==> src/rtl/ysyx_25020047_pkg.sv <==
// Shared types and constants for the NPC multi-cycle sequencer: FSM encoding,
// IDU one-hot inst_type bit positions, halt codes and the instruction classifier.
package ysyx_25020047_pkg;

  typedef enum logic [2:0] {
    ST_IDLE     = 3'd0,
    ST_FETCH    = 3'd1,
    ST_WAIT_I   = 3'd2,
    ST_DECODE   = 3'd3,
    ST_MEM_REQ  = 3'd4,
    ST_MEM_WAIT = 3'd5,
    ST_WB       = 3'd6,
    ST_HALT     = 3'd7
  } ctrl_state_e;

  localparam int IT_LW  = 5;
  localparam int IT_LBU = 6;
  localparam int IT_SW  = 7;
  localparam int IT_SB  = 8;
  localparam int IT_SH  = 21;
  localparam int IT_BEQ = 14;
  localparam int IT_BNE = 15;

  localparam logic [31:0] IT_EBREAK  = 32'h0000_0004;
  localparam logic [31:0] IT_ILLEGAL = 32'hFFFF_FFFF;

  localparam logic [1:0] HALT_NONE    = 2'd0;
  localparam logic [1:0] HALT_EBREAK  = 2'd1;
  localparam logic [1:0] HALT_ILLEGAL = 2'd2;
  localparam logic [1:0] HALT_TIMEOUT = 2'd3;

  typedef struct packed {
    logic load;
    logic store;
    logic nowb;
    logic ebreak;
    logic illegal;
  } inst_class_t;

  function automatic inst_class_t classify(input logic [31:0] it);
    inst_class_t c;
    c.load    = it[IT_LW] | it[IT_LBU];
    c.store   = it[IT_SW] | it[IT_SB] | it[IT_SH];
    c.nowb    = c.store | it[IT_BEQ] | it[IT_BNE];
    c.ebreak  = (it == IT_EBREAK);
    c.illegal = (it == IT_ILLEGAL);
    return c;
  endfunction

endpackage

==> src/rtl/ysyx_25020047_ctrl_if.sv <==
// Fetch and load/store handshake bundle between the sequencer (master) and the
// IFU/LSU side (slave).
interface ysyx_25020047_ctrl_if;
  // Valid/ready: a request valid stays high until the cycle its ready is sampled
  // high; the matching rsp_valid is only honoured from the following cycle on.
  logic ifu_req_valid;
  logic ifu_req_ready;
  logic ifu_rsp_valid;
  logic inst_en;
  logic lsu_req_valid;
  logic lsu_req_wen;
  logic lsu_req_ready;
  logic lsu_rsp_valid;

  modport master (
    output ifu_req_valid, inst_en, lsu_req_valid, lsu_req_wen,
    input  ifu_req_ready, ifu_rsp_valid, lsu_req_ready, lsu_rsp_valid
  );

  modport slave (
    input  ifu_req_valid, inst_en, lsu_req_valid, lsu_req_wen,
    output ifu_req_ready, ifu_rsp_valid, lsu_req_ready, lsu_rsp_valid
  );
endinterface

==> src/rtl/ysyx_25020047_wdog.sv <==
// Bus watchdog: counts consecutive enabled cycles; expired flags the TIMEOUT-th
// such cycle so the FSM can leave on that same edge.
module ysyx_25020047_wdog #(
  parameter int TIMEOUT = 255
) (
  input  logic clk,
  input  logic rst,
  input  logic clr,
  input  logic en,
  output logic expired
);

  localparam int W = $clog2(TIMEOUT + 1);

  logic [W-1:0] cnt;

  always_ff @(posedge clk or posedge rst) begin
    if (rst) begin
      cnt <= '0;
    end else if (clr) begin
      cnt <= '0;
    end else if (en) begin
      cnt <= cnt + W'(1);
    end
  end

  // cnt holds the cycles already spent, so the current cycle is number cnt+1
  assign expired = en && (cnt == W'(TIMEOUT - 1));

endmodule

==> src/rtl/ysyx_25020047_ctrl.sv <==
// NPC multi-cycle sequencer: fetch / decode / memory / write-back handshakes,
// commit strobes, cycle and retire counters, and a bus watchdog halt.
module ysyx_25020047_ctrl
  import ysyx_25020047_pkg::*;
#(
  parameter int TIMEOUT = 255,
  parameter int CNT_W   = 32
) (
  input  logic                  clk,
  input  logic                  rst,
  input  logic [31:0]           inst_type,
  ysyx_25020047_ctrl_if.master  bus,
  output logic                  reg_wen,
  output logic                  pc_wen,
  output logic                  halt,
  output logic [1:0]            halt_code,
  output logic [2:0]            state,
  output logic [CNT_W-1:0]      mcycle,
  output logic [CNT_W-1:0]      minstret
);

  ctrl_state_e st, st_nxt;
  logic [1:0]  code_nxt;
  inst_class_t cls;
  logic        store_q, nowb_q;
  logic        store_sel, nowb_sel;
  logic        watched, wd_clr, wd_expired;

  assign state = st;

  always_comb begin
    cls      = classify(inst_type);
    watched  = st inside {ST_FETCH, ST_WAIT_I, ST_MEM_REQ, ST_MEM_WAIT};
    st_nxt   = st;
    code_nxt = halt_code;
    case (st)
      ST_IDLE:     st_nxt = ST_FETCH;
      ST_FETCH:    if (bus.ifu_req_ready) st_nxt = ST_WAIT_I;
      ST_WAIT_I:   if (bus.ifu_rsp_valid) st_nxt = ST_DECODE;
      ST_DECODE: begin
        if (cls.illegal) begin
          st_nxt   = ST_HALT;
          code_nxt = HALT_ILLEGAL;
        end else if (cls.ebreak) begin
          st_nxt   = ST_HALT;
          code_nxt = HALT_EBREAK;
        end else if (cls.load || cls.store) begin
          st_nxt = ST_MEM_REQ;
        end else begin
          st_nxt = ST_WB;
        end
      end
      ST_MEM_REQ:  if (bus.lsu_req_ready) st_nxt = ST_MEM_WAIT;
      ST_MEM_WAIT: if (bus.lsu_rsp_valid) st_nxt = ST_WB;
      ST_WB:       st_nxt = ST_FETCH;
      ST_HALT:     st_nxt = ST_HALT;
      default:     st_nxt = ST_IDLE;
    endcase
    // A legitimate exit already changed st_nxt, so it takes priority here
    if (watched && (st_nxt == st) && wd_expired) begin
      st_nxt   = ST_HALT;
      code_nxt = HALT_TIMEOUT;
    end
    wd_clr    = !watched || (st_nxt != st);
    store_sel = (st == ST_DECODE) ? cls.store : store_q;
    nowb_sel  = (st == ST_DECODE) ? cls.nowb  : nowb_q;
  end

  ysyx_25020047_wdog #(.TIMEOUT(TIMEOUT)) u_wdog (
    .clk     (clk),
    .rst     (rst),
    .clr     (wd_clr),
    .en      (watched),
    .expired (wd_expired)
  );

  // Every output is a flop loaded from the next state, so it tracks the state
  // register exactly and no input reaches an output combinationally.
  always_ff @(posedge clk or posedge rst) begin
    if (rst) begin
      st                <= ST_IDLE;
      halt              <= 1'b0;
      halt_code         <= HALT_NONE;
      bus.ifu_req_valid <= 1'b0;
      bus.inst_en       <= 1'b0;
      bus.lsu_req_valid <= 1'b0;
      bus.lsu_req_wen   <= 1'b0;
      reg_wen           <= 1'b0;
      pc_wen            <= 1'b0;
      store_q           <= 1'b0;
      nowb_q            <= 1'b0;
      mcycle            <= '0;
      minstret          <= '0;
    end else begin
      st                <= st_nxt;
      halt              <= (st_nxt == ST_HALT);
      halt_code         <= code_nxt;
      bus.ifu_req_valid <= (st_nxt == ST_FETCH);
      bus.inst_en       <= (st_nxt == ST_DECODE);
      bus.lsu_req_valid <= (st_nxt == ST_MEM_REQ);
      bus.lsu_req_wen   <= (st_nxt == ST_MEM_REQ) && store_sel;
      pc_wen            <= (st_nxt == ST_WB);
      reg_wen           <= (st_nxt == ST_WB) && !nowb_sel;
      if (st == ST_DECODE) begin
        store_q <= cls.store;
        nowb_q  <= cls.nowb;
      end
      if (st != ST_HALT) mcycle <= mcycle + CNT_W'(1);
      if (st == ST_WB) minstret <= minstret + CNT_W'(1);
    end
  end

endmodule

==> src/flat_wrapper.sv <==
// flat-port wrapper written by rule: the top's interface ports become plain ports
module ysyx_25020047_ctrl_flat import ysyx_25020047_pkg::*;
#(
  parameter int TIMEOUT = 255,
  parameter int CNT_W   = 32
)
  (clk, rst, inst_type, reg_wen, pc_wen, halt, halt_code, state, mcycle, minstret, bus_ifu_req_valid, bus_inst_en, bus_lsu_req_valid, bus_lsu_req_wen, bus_ifu_req_ready, bus_ifu_rsp_valid, bus_lsu_req_ready, bus_lsu_rsp_valid);
  ysyx_25020047_ctrl_if bus_i ();
  input  logic clk;
  input  logic rst;
  input  logic [31:0] inst_type;
  output logic reg_wen;
  output logic pc_wen;
  output logic halt;
  output logic [1:0] halt_code;
  output logic [2:0] state;
  output logic [CNT_W-1:0] mcycle;
  output logic [CNT_W-1:0] minstret;
  output wire logic [$bits(bus_i.ifu_req_valid)-1:0] bus_ifu_req_valid;
  output wire logic [$bits(bus_i.inst_en)-1:0] bus_inst_en;
  output wire logic [$bits(bus_i.lsu_req_valid)-1:0] bus_lsu_req_valid;
  output wire logic [$bits(bus_i.lsu_req_wen)-1:0] bus_lsu_req_wen;
  input wire logic [$bits(bus_i.ifu_req_ready)-1:0] bus_ifu_req_ready;
  input wire logic [$bits(bus_i.ifu_rsp_valid)-1:0] bus_ifu_rsp_valid;
  input wire logic [$bits(bus_i.lsu_req_ready)-1:0] bus_lsu_req_ready;
  input wire logic [$bits(bus_i.lsu_rsp_valid)-1:0] bus_lsu_rsp_valid;
  assign bus_ifu_req_valid = bus_i.ifu_req_valid;
  assign bus_inst_en = bus_i.inst_en;
  assign bus_lsu_req_valid = bus_i.lsu_req_valid;
  assign bus_lsu_req_wen = bus_i.lsu_req_wen;
  assign bus_i.ifu_req_ready = bus_ifu_req_ready;
  assign bus_i.ifu_rsp_valid = bus_ifu_rsp_valid;
  assign bus_i.lsu_req_ready = bus_lsu_req_ready;
  assign bus_i.lsu_rsp_valid = bus_lsu_rsp_valid;
  ysyx_25020047_ctrl #(.TIMEOUT(TIMEOUT), .CNT_W(CNT_W)) u_core (.clk(clk), .rst(rst), .inst_type(inst_type), .bus(bus_i), .reg_wen(reg_wen), .pc_wen(pc_wen), .halt(halt), .halt_code(halt_code), .state(state), .mcycle(mcycle), .minstret(minstret));
endmodule
==> config.mk <==
export PLATFORM = sky130hd
export DESIGN_NAME = ysyx_25020047_ctrl_flat
export DESIGN_NICKNAME = d
export VERILOG_FILES = /design/src/rtl/ysyx_25020047_pkg.sv /design/src/rtl/ysyx_25020047_ctrl_if.sv /design/src/rtl/ysyx_25020047_wdog.sv /design/src/rtl/ysyx_25020047_ctrl.sv /design/src/flat_wrapper.sv
export SDC_FILE = /design/constraint.sdc
export NUM_CORES = 1
export LEC_CHECK = 0
export ABC_AREA = 0
export BUFFER_PORTS_ARGS = -buffer_cell sky130_fd_sc_hd__buf_2
export CAP_MARGIN = 20
export CORE_ASPECT_RATIO = 1.5
export CORE_MARGIN = 2
export CORE_UTILIZATION = 54
export CTS_BUF_LIST = sky130_fd_sc_hd__clkbuf_8
export DETAILED_ROUTE_END_ITERATION = 6
export HOLD_SLACK_MARGIN = 0.03
export PLACE_DENSITY = 0.82
export RECOVER_POWER = 100
export SLEW_MARGIN = 10
export SYNTH_ARGS = -nofsm -noshare
export SYNTH_HDL_FRONTEND = slang
export SYNTH_SLANG_ARGS = --single-unit
export TNS_END_PERCENT = 10
==> constraint.sdc <==
create_clock -name clk -period 3.34 [get_ports clk]
set_clock_uncertainty 0.2 [all_clocks]
set_input_delay 0.334 -clock clk [delete_from_list [all_inputs] [get_ports clk]]
set_output_delay 0.334 -clock clk [all_outputs]
set_load 0.01 [all_outputs]
==> qor.yml, run 1 <==
run_status:
  status: "finished with violations"
  failed_checks: "capacitance limit, slew limit"
setup_path:
  critPathKind: "register to register"
  max_stage_delay_ns: 0.70
  start_kind: "register"
  crit_chain: "nand3_1 -> nand4_1 -> or4b_1 -> nor3_1 -> xor2_1"
  required_ns: 3.41
  cp_slowest_cell: "or4b_1"
  critPathMaxFanout: 15
  cp_top_family: "simple AND/OR/NAND/NOR gates"
  crit_buf_inv: 0
  crit_path_end_kind: "register"
  crit_arrival_ns: 2.58
cts:
  clk_latency_ns: 0.35
  postCtsSetupRepairBufs: 0
  root_buffer: "clkbuf_8"
  cts_made_buffers: 9
  ctsLongestPathBuffers: 2
  cts_sinks: 86
  clkTransAtPathRegs_ns: 0.08
  cts_tree: "done"
  htreeDepth: 3
sta:
  layout_setup_ws_ns: 0.831
  hold_viol: 0
  maxSlewHeadroom_pct: -23.1
  finalCriticalPeriod_ns: 2.51
  finalSetupViolations: 0
  finalSetupTns_ns: 0
  timing.final.crit_share_pct: 75.1
  fmax_ghz: 0.399
  tightest_slew_ns: 1.84
  final_max_slew_viol_count: 48
  rsz0062_at_grt: "false"
drt:
  drc_errors: 0
  final_antenna_net_count: 0
  wire_per_inst_um: 14.7
  drt_iter0_drc: 152
  first_pass_iters: 5
  via_per_inst: 5.47
  vias: 3322
  drt-total-wl_mm: 8.93
placement:
  numPortBuffers: 113
  routabilityCongestion: 0.829
  dpl_cell_area_mm2: 0.00482
  pre_cts_ws_ns: 1.01
  hpwl_mm: 6.65
floorplan:
  ios: 114
  core_area_mm2: 0.00751
  design.die.area_mm2: 0.00839
  start_util_pct: 55.0
  num_rows: 39
  dieWidth_um: 75.4
  die_h_um: 111
power_and_ir_drop:
  p_per_area_mw_per_mm2: 527
  power_leakage_uw: 0.00217
  vdd_ir_drop_max_mv: 0.308
finish:
  synthToLayoutAreaGrowth_pct: 17.7
  antenna-diode-count: 0
  fin_area_mm2: 0.00487
  drive_gt1_share_pct: 12.7
  nets: 544
yosys:
  avgSynthCellArea_um2: 10.9
  synth-seq-area-share_pct: 52.1
  yosys.cell_count.top_type: "dfrtp_1"
  yosysUniqueCellTypes: 49
  synth_warnings: 0
  yosys_most_used_dff: "dfrtp_1"
  synth_top_area_share_pct: 52.1
  async_flop_share_pct: 100
  syn_nets: 423
  synth_edf_count: 0
  yosysTopAreaCell: "dfrtp_1"
  yosys-top-cells-count: "dfrtp_1 (86), xnor2_1 (43), nand3_1 (34)"
  synthCells: 381
  synth_area_leaders: "dfrtp_1 (52%), xnor2_1 (9.1%), xor2_1 (5.5%)"
  syn_area_mm2: 0.00413
  yosys_register_bits: 86
worst_hold_path:
  hold_path.class: "input port to register"
global_route:
  grt_pass1_vias: 3247
  grt_overflow: 0
  grt_first_pass_wirelength_mm: 14.7
  track_usage_pct: 22.6
  grt_antenna_before_repair: 0
  grt_max_degree: 49
flow_run:
  max_cap_violations: 1
==> kinds of logic after synthesis <==
logic type / share of synthesized area (%)
buffers and inverters: 1.12
XOR/XNOR: 14.6
adder cells (fa/ha/maj): 1.21
AO/OA/AOI/OAI: 4.09
AND/OR/NAND/NOR: 25.9
flip-flops: 52.1
multiplexers: 1.03
==> sequential cells by signal, summed over array words and instances (netlist names) <==
register                  cells
u_core.u_wdog.cnt             8
u_core.reg_wen                1
u_core.bus.inst_en            1
u_core.pc_wen                 1
u_core.state                  3
u_core.bus.lsu_req_valid      1
u_core.store_q                1
u_core.nowb_q                 1
u_core.halt                   1
u_core.halt_code              2
u_core.bus.lsu_req_wen        1
u_core.bus.ifu_req_valid      1
u_core.minstret              32
u_core.mcycle                32
==> metal layers <==
metal  track usage [%]  vias to the layer above  wire [µm]  share of wire, %
met4              11.0                        0        229               2.6
met1              28.4                     1600       3690                41
met5                 0                        -          0                 0
met3              4.27                       18        450               5.0
li1                  -                     1601          -                 -
met2              36.3                      103       4560                51
==> per-stage QoR <==
stage	power (µW)	hold slack (ns)	util (%)	std cells
after CTS	2620	0.101	66.6	607
final	2560	0.126	64.8	607
after detailed placement	1960	0.261	64.2	592
after global routing	2710	0.119	64.8	607
after floorplan	1730	0.255	-	381
after global placement	1930	0.252	64.2	592
==> final cells by class <==
cell class                 instances  area, µm²
fill                             683       2650
sequential                        86       2150
multi-input combinational        284       1890
timing repair buffer             115        500
clock buffer                      12        165
tap                              102        128
inverter                           6       22.5
clock inverter                     2       8.76
==> timing repair <==
action / in CTS / in global routing
resized for setup: 0 / 0
hold buffers: 1 / 0
endpoints found under the hold margin: 47 / 0
setup endpoints to repair: 0 / 0
==> placed cells by master, fill, tap and decap left out, drive strengths merged, types with 2 or more instances in the layout <==
cell type / Yosys / final
xnor2: 43 / 43
clkbuf: 0 / 88
a31oi: 2 / 2
nand4: 22 / 22
mux2i: 2 / 2
or2: 2 / 2
o21ai: 6 / 6
inv: 6 / 7
and3: 9 / 9
and2: 6 / 6
nor4: 8 / 8
nor4b: 2 / 2
mux2: 2 / 2
xor2: 26 / 26
a21oi: 4 / 4
ha: 4 / 4
a31o: 2 / 2
nor3: 8 / 8
nand2: 29 / 29
or4: 3 / 3
nand2b: 2 / 2
dfrtp: 86 / 86
nand3: 36 / 36
buf: 5 / 38
and4: 13 / 13
nor2: 34 / 34
nor2b: 6 / 6
==> final timing paths <==
path / from / endpoint / slack, ns / cells after the start
max in group asynchronous: rst / u_core.mcycle[4] / 0.96 / 3
setup / recovery: u_core.state[2] / u_core.mcycle[27] / 0.83 / 5
hold / removal: inst_type[14] / u_core.nowb_q / 0.13 / 2
hold reg to reg: u_core.mcycle[31] / u_core.mcycle[31] / 0.28 / 1
min in group asynchronous: rst / u_core.mcycle[30] / 0.91 / 3
setup reg to reg: u_core.state[2] / u_core.mcycle[27] / 0.83 / 5
==> where the power goes <==
part           switching, µW  internal [µW]  total [µW]  leakage [µW]
clock                    339            320         659     0.0000955
combinational            349            249         598      0.000901
sequential               159           1150        1310       0.00117
(Power assumes the default switching activity.)
==> run 2: changes to the inputs <==
--- a/config.mk
+++ b/config.mk
@@ -10,11 +10,11 @@
 export CAP_MARGIN = 20
 export CORE_ASPECT_RATIO = 1.5
 export CORE_MARGIN = 2
-export CORE_UTILIZATION = 54
+export CORE_UTILIZATION = 49
 export CTS_BUF_LIST = sky130_fd_sc_hd__clkbuf_8
 export DETAILED_ROUTE_END_ITERATION = 6
 export HOLD_SLACK_MARGIN = 0.03
-export PLACE_DENSITY = 0.82
+export PLACE_DENSITY = 0.78
 export RECOVER_POWER = 100
 export SLEW_MARGIN = 10
 export SYNTH_ARGS = -nofsm -noshare
==> constraint.sdc (replaced) <==
create_clock -name clk -period 2.1 [get_ports clk]
set_clock_uncertainty 0.2 [all_clocks]
set_input_delay 0.21 -clock clk [delete_from_list [all_inputs] [get_ports clk]]
set_output_delay 0.21 -clock clk [all_outputs]
set_load 0.01 [all_outputs]
==> run 2 against run 1 <==
Net effect: the flow now finishes without violations; sequential power is 51% higher; setup slack worse by 0.74 ns; power grew 72%; first-iteration DRC count grew 16%; sequential cell count is the same; critical path depth did not move; wire length up 2.0%; clock-buffer cell count down 3; critical endpoint unchanged; largest cell class unchanged.
==> qor.yml, run 2 (same netlist as run 1, synthesis figures left out) <==
run_status:
  status: "completed"
finish:
  drive_gt1_share_pct: 19.3
  final_cell_mix: "dfrtp_1 (84), clkbuf_1 (77), buf_2 (46)"
  layout_commonest_cell: "dfrtp_1"
  nets: 571
  register_area_mm2: 0.00215
  biggestRegsByFlops: "u_core.mcycle x32, u_core.minstret x32, u_core.u_wdog.cnt x8"
  antenna-diode-count: 0
  multi_input_area_mm2: 0.00194
  synthToLayoutAreaGrowth_pct: 24.0
  n_fill_cell: 749
setup_path:
  critPathKind: "register to register"
  crit_arrival_ns: 2.11
  crit_chain: "nand4_1 -> nor3_1 -> or4b_1 -> nor3_2 -> xor2_1"
  max_stage_delay_ns: 0.60
  cp_top_family: "simple AND/OR/NAND/NOR gates"
  crit_path_end_kind: "register"
  critPathMaxFanout: 6
  start_kind: "register"
  crit_buf_inv: 0
  cp_slowest_cell: "or4b_1"
  required_ns: 2.20
placement:
  routabilityCongestion: 0.851
  pre_cts_ws_ns: -0.0480
  numPortBuffers: 113
  hpwl_mm: 6.83
global_route:
  grt_max_degree: 87
  grt_first_pass_wirelength_mm: 14.7
  track_usage_pct: 20.5
  grt_antenna_before_repair: 0
  grt_pass1_vias: 3233
  grt_overflow: 0
sta:
  fmax_ghz: 0.497
  rsz0062_at_grt: "false"
  timing.final.crit_share_pct: 95.8
  maxSlewHeadroom_pct: 25.1
  hold_viol: 0
  finalCriticalPeriod_ns: 2.01
  tightest_slew_ns: 1.12
  hold_ws_ns: 0.0547
  final_max_slew_viol_count: 0
  layout_setup_ws_ns: 0.0890
  finalSetupViolations: 0
cts:
  clk_latency_ns: 0.37
  cts_made_buffers: 9
  root_buffer: "clkbuf_8"
  ctsLongestPathBuffers: 2
  cts_sinks: 86
  clkTransAtPathRegs_ns: 0.09
  cts_tree: "done"
  htreeDepth: 3
drt:
  vias: 3419
  drt-total-wl_mm: 9.11
  final_antenna_net_count: 0
  first_pass_iters: 4
  via_per_inst: 5.33
  drt_iter0_drc: 176
  drc_errors: 0
  wire_per_inst_um: 14.2
floorplan:
  num_rows: 41
  core_area_mm2: 0.00831
  start_util_pct: 49.7
  design.die.area_mm2: 0.00920
  die_h_um: 116
  dieWidth_um: 79.0
  ios: 114
power_and_ir_drop:
  p_per_area_mw_per_mm2: 859
  p_total_uw: 4400
  power_leakage_uw: 0.00229
  vdd_ir_drop_max_mv: 0.512
worst_hold_path:
  hold_path.class: "input port to register"
flow_run:
  max_cap_violations: 0
==> run 2: changes by cell type in the layout (fill, tap and decap cells not counted), sizes merged <==
cell	previous run	this run
dlygate4sd3	1	4
clkinvlp	0	3
buf	38	59
bufinv	0	1
inv	7	8
==> run 2: cell type report <==
class / count / share of cell area (%)
Multi-Input combinational cell: 284 / 37.8
Sequential cell: 86 / 42.0
Clock inverter: 7 / 1.56
Clock buffer: 9 / 2.42
Timing Repair Buffer: 142 / 13.1
Inverter: 6 / 0.512
Tap cell: 107 / 2.61
==> run 2: repair_timing <==
action | CTS | global route
setup buffers | 1 | 0
hold endpoints to repair | 89 | 0
pin swaps | 1 | 2
hold buffers | 4 | 0
resized for setup | 1 | 8
endpoints found under the setup margin | 4 | 10
==> run 2: worst reg2reg max path, stage by stage, from the launching register on <==
cell and delay [ns]:
dfrtp_1 0.46, nand4_1 0.17, nor3_1 0.20, or4b_1 0.60, nor3_2 0.17, xor2_1 0.15
==> run 2: per-stage QoR <==
step | utilization [%] | cells | area, µm² | TNS [ns]
after floorplan | - | 381 | 4140 | 0
after global placement | 60.2 | 620 | 5010 | 0
after detailed placement | 60.2 | 620 | 5010 | -0.146
after CTS | 63.3 | 641 | 5260 | 0
after global routing | 61.7 | 641 | 5130 | 0
final | 61.7 | 641 | 5130 | 0
==> run 2: worst paths after layout <==
kind                       depth (start not counted)             endpoint         startpoint  slack [ns]
max in group asynchronous                          4  u_core.minstret[16]                rst        0.34
max                                                5    u_core.mcycle[27]  u_core.mcycle[16]        0.09
min                                                3   u_core.bus.inst_en  bus_ifu_rsp_valid        0.05
min in group asynchronous                          4  u_core.minstret[13]                rst        0.62
max reg2reg                                        5    u_core.mcycle[27]  u_core.mcycle[16]        0.09
min reg2reg                                        1    u_core.mcycle[31]  u_core.mcycle[31]        0.27
==> run 2: where the power goes <==
group | switching (µW) | internal, µW | total, µW
Clock | 634 | 564 | 1200
Sequential | 156 | 1830 | 1980
Combinational | 695 | 527 | 1220
Total | 1490 | 2920 | 4400
==> run 2: routing by layer <==
| layer | global-route usage (%) | up-vias | routed length [µm] |
|---|---|---|---|
| met5 | 0 | - | 0 |
| met4 | 7.47 | 0 | 122 |
| met3 | 5.49 | 12 | 488 |
| met2 | 36.2 | 104 | 4790 |
| met1 | 23.7 | 1655 | 3720 |
| li1 | - | 1648 | - |
==> run 3: changes to the inputs <==
--- a/config.mk
+++ b/config.mk
@@ -14,7 +14,7 @@
 export CTS_BUF_LIST = sky130_fd_sc_hd__clkbuf_8
 export DETAILED_ROUTE_END_ITERATION = 6
 export HOLD_SLACK_MARGIN = 0.03
-export PLACE_DENSITY = 0.78
+export PLACE_DENSITY = 0.74
 export RECOVER_POWER = 100
 export SLEW_MARGIN = 10
 export SYNTH_ARGS = -nofsm -noshare
==> run 3 against run 2 <==
Net effect: combinational power about the same; final cell count unchanged; via count increased by 1.0%; maximum frequency decreased by 2.9%.
==> qor.yml, run 3 (same netlist as run 1, synthesis figures left out) <==
power_and_ir_drop:
  power.internal_uw: 3050
  switching_share_pct: 32.4
  power_leakage_uw: 0.00233
  p_sw_uw: 1460
  clkPwrFrac_pct: 27.8
  p_per_area_mw_per_mm2: 871
  pwr-share-seq_pct: 44.4
  combinationalPowerShare_pct: 27.8
  vdd_ir_drop_max_mv: 0.466
sta:
  final_max_slew_viol_count: 0
  hold_viol: 0
  hold_ws_ns: 0.0915
  layout_setup_ws_ns: 0.0279
  tightest_slew_ns: 1.09
  maxSlewHeadroom_pct: 27.3
  fmax_ghz: 0.483
  finalSetupViolations: 0
  timing.final.crit_share_pct: 98.7
  finalCriticalPeriod_ns: 2.07
  rsz0062_at_grt: "true"
  finalSetupTns_ns: 0
global_route:
  grt_pass1_vias: 3303
  grt_overflow: 0
  track_usage_pct: 21.2
  grt_antenna_before_repair: 0
  grt_first_pass_wirelength_mm: 15.2
  grt_max_degree: 46
setup_path:
  max_stage_delay_ns: 0.61
  start_kind: "register"
  crit_buf_inv: 0
  cp_slowest_cell: "or4_4"
  critPathKind: "register to register"
  crit_start: "u_core.state[0]"
  critPathMaxFanout: 6
  crit_chain: "and4b_2 -> nand4_2 -> or4_4 -> nor2_2 -> xor2_1"
  crit_arrival_ns: 2.16
  cp_top_family: "simple AND/OR/NAND/NOR gates"
  crit_path_end_kind: "register"
  required_ns: 2.19
  r2r_start: "u_core.state[0]"
floorplan:
  design.die.area_mm2: 0.00920
  dieWidth_um: 79.0
  num_rows: 41
  ios: 114
  start_util_pct: 49.7
  die_h_um: 116
  core_area_mm2: 0.00831
cts:
  cts_tree: "done"
  htreeDepth: 3
  postCtsSetupRepairBufs: 0
  cts_sinks: 86
  clk_latency_ns: 0.37
  clkTransAtPathRegs_ns: 0.08
  cts_made_buffers: 9
  ctsLongestPathBuffers: 2
  root_buffer: "clkbuf_8"
finish:
  fin_area_mm2: 0.00518
  final_cells: 641
  nets: 571
  biggestRegsByFlops: "u_core.mcycle x32, u_core.minstret x32, u_core.u_wdog.cnt x8"
  drive_gt1_share_pct: 20.2
  antenna-diode-count: 0
  final_cell_mix: "dfrtp_1 (86), clkbuf_1 (77), buf_2 (47)"
  layout_commonest_cell: "dfrtp_1"
  synthToLayoutAreaGrowth_pct: 25.3
drt:
  vias: 3454
  wire_per_inst_um: 14.7
  drc_errors: 0
  final_antenna_net_count: 0
  drt_iter0_drc: 127
  drt-total-wl_mm: 9.43
  first_pass_iters: 4
  via_per_inst: 5.39
placement:
  hpwl_mm: 7.03
  numPortBuffers: 113
  pre_cts_ws_ns: -0.0763
  placedCellCount: 621
  routabilityCongestion: 0.816
  dpl_cell_area_mm2: 0.00501
flow_run:
  max_cap_violations: 0
run_status:
  status: "completed"
worst_hold_path:
  hold_path.class: "input port to register"
  worstHoldStart: "bus_ifu_rsp_valid"
## run 3: cell types whose count changed in the layout (fill, tap and decap cells not counted), sizes merged
cell      change
inv           -2
bufinv        +1
clkinvlp      -1
clkinv        +2
## run 3: metal layers
metal | routed length (µm) | up-vias | global-route usage (%)
met5 | 0 | - | 0
met4 | 243 | 0 | 10.6
met3 | 448 | 19 | 4.56
met2 | 5000 | 107 | 36.8
met1 | 3750 | 1677 | 24.7
li1 | - | 1651 | -
## run 3: per-stage QoR
| stage | total power (µW) | util [%] |
|---|---|---|
| 4_1_cts | 4540 | 63.4 |
| 5_1_grt | 4770 | 62.3 |
| 2_1_floorplan | 2750 | - |
| 6_report | 4510 | 62.3 |
| 3_3_place_gp | 3230 | 60.3 |
| 3_5_place_dp | 3270 | 60.3 |
## run 3: final cells by class
class,count,area (µm²)
Sequential cell,86,2150
Multi-Input combinational cell,284,1980
Timing Repair Buffer,142,677
Clock inverter,7,90.1
Tap cell,107,134
Inverter,6,26.3
Clock buffer,9,124
Fill cell,737,3130
## run 3: final timing paths
kind / endpoint / slack [ns] / cells after the start
max in group asynchronous: u_core.minstret[8] / 0.46 / 4
hold / removal: u_core.bus.inst_en / 0.09 / 3
min in group asynchronous: u_core.minstret[26] / 0.53 / 4
hold reg to reg: u_core.minstret[31] / 0.27 / 1
setup reg to reg: u_core.minstret[25] / 0.03 / 5
setup / recovery: u_core.minstret[25] / 0.03 / 5
## run 3: timing repair
action / in CTS / in global routing
gates resized for setup: 1 / 10
hold buffers: 4 / 0
pin swaps: 0 / 0
endpoints found under the setup margin: 1 / 14
endpoints found under the hold margin: 88 / 0
## run 3: worst min-delay path: stages
cell     delay [ns]
buf_2          0.09
nor2b_1        0.15
nor2b_1        0.16
## run 3: power groups by stage
stage / clock network, µW / logic [µW] / registers (µW)
6_report: 1250 / 1250 / 2000
5_1_grt: 1350 / 1390 / 2030
4_1_cts: 1280 / 1250 / 2000
3_5_place_dp: 0 / 1240 / 2030
3_3_place_gp: 0 / 1200 / 2020
2_1_floorplan: 0 / 663 / 2090
